## src/rtl/shift_pkg.sv

```systemverilog
// Shared types and sizing helpers for the parallel-in, serial-out transmitter.
package shift_pkg;

   typedef enum logic {
      S_IDLE  = 1'b0,
      S_SHIFT = 1'b1
   } shift_state_t;

   function automatic int cnt_width(input int width);
      return (width > 1) ? $clog2(width) : 1;
   endfunction

endpackage

```

## src/rtl/shift_par_out.sv

```systemverilog
// Parallel-in, serial-out transmitter: MSB-first on ser_out, one bit per serclk,
// with a one-word holding buffer so consecutive words leave without idle bits.
module shift_par_out
   import shift_pkg::*;
#(
   parameter int WIDTH = 8
) (
   input  logic             serclk,
   input  logic             reset,
   input  logic [WIDTH-1:0] din,
   input  logic             din_valid,
   output logic             din_ready,
   output logic             ser_out,
   output logic             ser_gate,
   output logic             word_end,
   output logic             busy
);

   localparam int CNT_W = cnt_width(WIDTH);
   localparam logic [CNT_W-1:0] LAST_CNT = CNT_W'(WIDTH - 1);

   shift_state_t     state_q, state_d;
   logic [WIDTH-1:0] sreg_q, sreg_d;
   logic [WIDTH-1:0] hold_q, hold_d;
   logic             hold_full_q, hold_full_d;
   logic [CNT_W-1:0] cnt_q, cnt_d;

   logic             accept;
   logic             load;
   logic             last_bit;

   assign din_ready = !hold_full_q && !reset;
   assign accept    = din_valid && din_ready;
   assign last_bit  = (state_q == S_SHIFT) && (cnt_q == LAST_CNT);

   // The shifter reloads when idle or on the last bit, if anything is available.
   assign load = ((state_q == S_IDLE) || last_bit) && (hold_full_q || accept);

   always_comb begin
      state_d     = state_q;
      sreg_d      = sreg_q;
      hold_d      = hold_q;
      hold_full_d = hold_full_q;
      cnt_d       = cnt_q;

      if (load) begin
         sreg_d  = hold_full_q ? hold_q : din;
         cnt_d   = '0;
         state_d = S_SHIFT;
      end else if (state_q == S_SHIFT) begin
         if (last_bit) begin
            state_d = S_IDLE;
         end else begin
            sreg_d = {sreg_q[WIDTH-2:0], 1'b0};
            cnt_d  = cnt_q + CNT_W'(1);
         end
      end

      if (load && hold_full_q) begin
         hold_full_d = 1'b0;
      end

      // An accepted word that did not bypass into the shifter waits in hold.
      if (accept && !(load && !hold_full_q)) begin
         hold_d      = din;
         hold_full_d = 1'b1;
      end
   end

   always_ff @(posedge serclk or posedge reset) begin
      if (reset) begin
         state_q     <= S_IDLE;
         sreg_q      <= '0;
         hold_full_q <= 1'b0;
         cnt_q       <= '0;
      end else begin
         state_q     <= state_d;
         sreg_q      <= sreg_d;
         hold_full_q <= hold_full_d;
         cnt_q       <= cnt_d;
      end
   end

   // Hold contents are only meaningful while hold_full_q is set.
   always_ff @(posedge serclk) begin
      hold_q <= hold_d;
   end

   assign ser_out  = (state_q == S_SHIFT) ? sreg_q[WIDTH-1] : 1'b0;
   assign ser_gate = (state_q == S_SHIFT);
   assign word_end = last_bit;
   assign busy     = (state_q == S_SHIFT) || hold_full_q;

endmodule

```

## config.mk

```make
export PLATFORM = sky130hd
export DESIGN_NAME = shift_par_out
export DESIGN_NICKNAME = d
export VERILOG_FILES = /design/src/rtl/shift_pkg.sv /design/src/rtl/shift_par_out.sv
export SDC_FILE = /design/constraint.sdc
export NUM_CORES = 1
export LEC_CHECK = 0
export CAP_MARGIN = 20
export CORE_MARGIN = 1.5
export CORE_UTILIZATION = 30
export CTS_CLUSTER_DIAMETER = 60
export DETAILED_ROUTE_END_ITERATION = 8
export GPL_TIMING_DRIVEN = 1
export SETUP_SLACK_MARGIN = 0.4
export SYNTH_ARGS = -nofsm -noshare
export SYNTH_HDL_FRONTEND = slang
export SYNTH_SLANG_ARGS = --single-unit
export TNS_END_PERCENT = 50
```

## constraint.sdc

```tcl
create_clock -name serclk -period 2.7 [get_ports serclk]
set_clock_uncertainty 0.05 [all_clocks]
set_input_delay 0.54 -clock serclk [delete_from_list [all_inputs] [get_ports serclk]]
set_output_delay 0.54 -clock serclk [all_outputs]
set_load 0.01 [all_outputs]
```

# ---- Word level (Yosys, flattened, before mapping)
# Index checks and enable logic that the tools add are counted.
# Widths: inputs -> output; s select.
dict set report word_totals {
  ff_bits 21
  input_bits 11
  out_inout_bits 5
  wordCells 38
}
dict set report classes {
  n_addsub 1
  n_eq_ne 2
  n_mux 13
  bitwise_logic 1
  reduce_logical 16
}
# cell n
set ops {}
lappend ops {{$mux 8} 4}
lappend ops {{$mux 3} 3}
lappend ops {{$logic_and 1x1->1} 7}
lappend ops {{$mux 1} 6}
lappend ops {{$reduce_bool 2->1} 2}
lappend ops {{$add 3x1->3 const B} 1}
lappend ops {{$eq 3x3->1 const B} 1}
lappend ops {{$logic_not 1->1} 3}
lappend ops {{$logic_or 1x1->1} 3}
lappend ops {{$ne 2x2->1 const B} 1}
lappend ops {{$reduce_and 2->1} 1}
lappend ops {{$not 1->1} 1}

# ---- Longest topological paths before layout
dict set report logic_depth {
  ltp_word 9
  depth_mapped 6
  mapped_depth_nobuf 5
}

# ---- Worst setup path after synthesis
# No wires, ideal clock.
dict set report synth_path {
  path_type {flip-flop to flip-flop}
  startpoint {register cnt_q[0]}
  endpoint {register hold_q[0], enable pin}
  setup_time_ns 0.332
  arrival_ns 1.480
  required_time_ns 2.318
  slack_ns 0.839
  path_stages_with_launch 6
  n_path_buf 1
  synth_period_minus_slack_ns 1.861
  cell_sequence {dfrtp_1 -> ha_1 -> ha_1 -> and2b_2 -> buf_2 -> and3_1}
}
dict set report synth_via {
  elab_chain_len 7
}
# item line
set synth_lines {}
lappend synth_lines {{from (decl)} shift_par_out.sv:26} ;# logic [CNT_W-1:0] cnt_q, cnt_d;
lappend synth_lines {{from (signal assigned)} shift_par_out.sv:80} ;# cnt_q <= cnt_d;
lappend synth_lines {{$eq 3x3->1} shift_par_out.sv:34} ;# assign last_bit = (state_q == S_SHIFT) && (cnt_q == LAST_CNT);
lappend synth_lines {{$logic_and 1x1->1} shift_par_out.sv:34}
lappend synth_lines {{$logic_or 1x1->1} shift_par_out.sv:37} ;# assign load = ((state_q == S_IDLE) || last_bit) && (hold_full_q || accept);
lappend synth_lines {{$logic_and 1x1->1} shift_par_out.sv:37}
lappend synth_lines {{$logic_and 1x1->1} shift_par_out.sv:64} ;# if (accept && !(load && !hold_full_q)) begin
lappend synth_lines {{$logic_not 1->1} shift_par_out.sv:64}
lappend synth_lines {{$logic_and 1x1->1} shift_par_out.sv:64}
lappend synth_lines {{to (signal assigned)} shift_par_out.sv:86} ;# hold_q <= hold_d;
lappend synth_lines {{to (decl)} shift_par_out.sv:24} ;# logic [WIDTH-1:0] hold_q, hold_d;
# Every way passes these cells.
# A chain may end at the register's enable or synchronous reset.

# ---- Worst setup path after layout
dict set report layout_path {
  startpoint {register hold_full_q}
  endpoint {output busy}
}
dict set report layout_via {
  elab_chain_len 1
}
# item line
set layout_lines {}
lappend layout_lines {{from (decl)} shift_par_out.sv:25} ;# logic hold_full_q, hold_full_d;
lappend layout_lines {{from (signal assigned)} shift_par_out.sv:79} ;# hold_full_q <= hold_full_d;
lappend layout_lines {{$logic_or 1x1->1} shift_par_out.sv:92} ;# assign busy = (state_q == S_SHIFT) || hold_full_q;
lappend layout_lines {{to (decl)} shift_par_out.sv:16} ;# output logic busy
# Every way passes these cells.

==> results.ini <==
[yosys]
avgSynthCellArea_um2 = 12.66
synth_ff_type = dfrtp_1
synth.yosys.seq_area_share_pct = 54.46
synth_cells = 82
syn_area_um2 = 1038
synth_cell_types = 27
synth_edf_count = 8
synth-seq-cells = 21
syn-num-nets = 95
async_flop_share_pct = 61.90
yosys_warnings = 0

[outcome]
status = completed

[critical_path]
worstSetupStartpointType = flop
cp_max_fo = 3
cp_data_arrival_time_ns = 1.51
crit_type = flop to output pin
cp-end-kind = output pin
crit_required_ns = 2.11

[cells_and_area]
nNetsFinal = 110
final_area_um2 = 1217
drive_gt1_share_pct = 12.50
most-common-layout-cells = 13 x dfrtp_1, 13 x clkdlybuf4s50_1, 8 x mux2i_1, 8 x edfxtp_1
areaGrowthSynthToFinish_pct = 17.23
antenna_cells = 0

[job]
maxCapViolCount = 0

[routing]
drtIter0Drc = 8
drc_errors = 0
via_count = 656
wl_per_cell_um = 11.85
dr.pass1.iters = 4
detail-route-antenna-nets = 0
drt_wl_total_mm = 1.683
via_per_inst = 4.620

[sta]
timing.slew.headroom_pct = 67.55
setup_viol = 0
final-hold-violation-count = 0
layout_min_cycle_time_ns = 2.099
maxSlewViolCount = 0
tns_ns = 0
fin_crit_sh_pct = 77.75
worst_pin_slew_ns = 0.4862
timing.hold.ws_ns = 0.4662
rsz0062_at_grt = no
clock.fmax_mhz = 476.4

[clock_network]
cts_sinks = 21
cts.htree.levels = 1
cts_root_buf = clkbuf_4
cts_tree = done
post-cts-setup-buffers = 0
cts_inserted_buffers = 3
holdBufCountCts = 0
clk_path_buf_depth = 2
clkTransAtPathRegs_ns = 0.12
insertion_delay_ns = 0.30

[die]
start_util_pct = 31.12
die_width_um = 61.84
row_count = 21
ios = 16
die_y_um = 61.84
die_area_um2 = 3824
core_um2 = 3337

[global_routing]
grt_util_met2_pct = 17.14
use_met1_pct = 12.57
grt_max_degree = 27
grt_pass1_wl_mm = 2.835
grt_pass1_vias = 630
grt_busiest_layer = met2
met3_usage_pct = 3.727
gr-total-overflow = 0
gr-usage-all-layers_pct = 10.13
antenna_found_initial = 0

[power]
p_leak_nw = 0.5157
ir_drop_uv = 414.4
powerDensity_nw_per_um2 = 880.8

[placement]
post_dp_cell_area_um2 = 1189
portBuffers = 15
gp_congestion = 0.6375
dp_hpwl_mm = 1.178

[hold_path]
hold_class = flop to flop

## repair_timing
item / in CTS / in global routing
endpoints found under the setup margin: 1 / 1
pin swaps: 0 / 0
gates resized for setup: 1 / 1
## flip-flops by register name, summed over array words and instances, names as in the netlist
signal,flops
hold_q,8
sreg_q,8
cnt_q,3
hold_full_q,1
ser_gate,1
## through the flow
stage               power (W)  utilization, %  setup slack (ns)  instances
global placement    0.0009272           35.62            0.4704        138
global route         0.001158           36.48            0.5183        142
finish               0.001072           36.48            0.6009        142
CTS                  0.001089           36.41            0.4393        142
detailed placement  0.0009440           35.62            0.4393        138
floorplan           0.0008706               -            0.8386         82
## worst paths after layout
check / slack, ns / to / cells after the start / from
worst min-delay path: 0.47 / sreg_q[4]$_DFFE_PP0P_ / 1 / sreg_q[3]$_DFFE_PP0P_
worst max-delay path: 0.60 / busy / 2 / hold_full_q$_DFFE_PP0P_
max in group asynchronous: 1.70 / sreg_q[1]$_DFFE_PP0P_ / 2 / reset
worst min register to register: 0.47 / sreg_q[4]$_DFFE_PP0P_ / 1 / sreg_q[3]$_DFFE_PP0P_
worst max register to register: 0.70 / hold_q[0]$_DFFE_PP_ / 4 / cnt_q[0]$_DFFE_PP0P_
min in group asynchronous: 0.56 / sreg_q[2]$_DFFE_PP0P_ / 2 / reset
## cell type report
type                    count  area [um2]
fillers                   349        2120
flip-flops and latches     21       565.5
multi-input cells          52       392.9
repair buffers             17       166.4
well taps                  46       57.56
clock buffers               3       22.52
inverters                   2       7.507
clock inverters             1       5.005
## power by group
part | internal [W] | leakage, nW | switching, W | total, W
logic | 0.000228 | 0.264 | 0.000225 | 0.000452
registers | 0.000426 | 0.234 | 0.0000496 | 0.000475
clock network | 0.0000551 | 0.0177 | 0.0000894 | 0.000145
## metal layers
layer | vias to the layer above | wire length [um]
met5 | - | 0
met4 | 0 | 12
met3 | 2 | 67
met2 | 12 | 780
met1 | 305 | 822
li1 | 337 | -
## cells in the mapped netlist (2+ instances only)
library cell,n,area share (%)
edfxtp_1,8,23
mux2i_1,8,7.7
dfrtp_1,13,31
buf_2,2,0.96
ha_1,2,2.4
o21ai_1,3,1.4
a22o_1,7,5.9
nor2_1,3,1.1
inv_1,2,0.72
buf_6,2,2.2
o31a_1,7,5.9
nand2_1,4,1.4
and2_1,2,1.2
o21ai_0,6,2.9
## critical path, stage by stage (launching register included)
cell and delay [ns]:
dfrtp_1 0.43, or2_2 0.30, clkdlybuf4s50_1 0.48
## cell families (layout without fill, tap and decap cells)
group,count (synthesis),after routing,share of synthesized area [%]
multiplexers,9,9,8.795
flip-flops,21,21,54.46
buffers and inverters,9,23,7.710
adder cells (fa/ha/maj),2,2,2.409
AO/OA/AOI/OAI,24,24,17.35
AND/OR/NAND/NOR,17,17,9.278
Note: power is estimated with default switching activity, not from simulation.
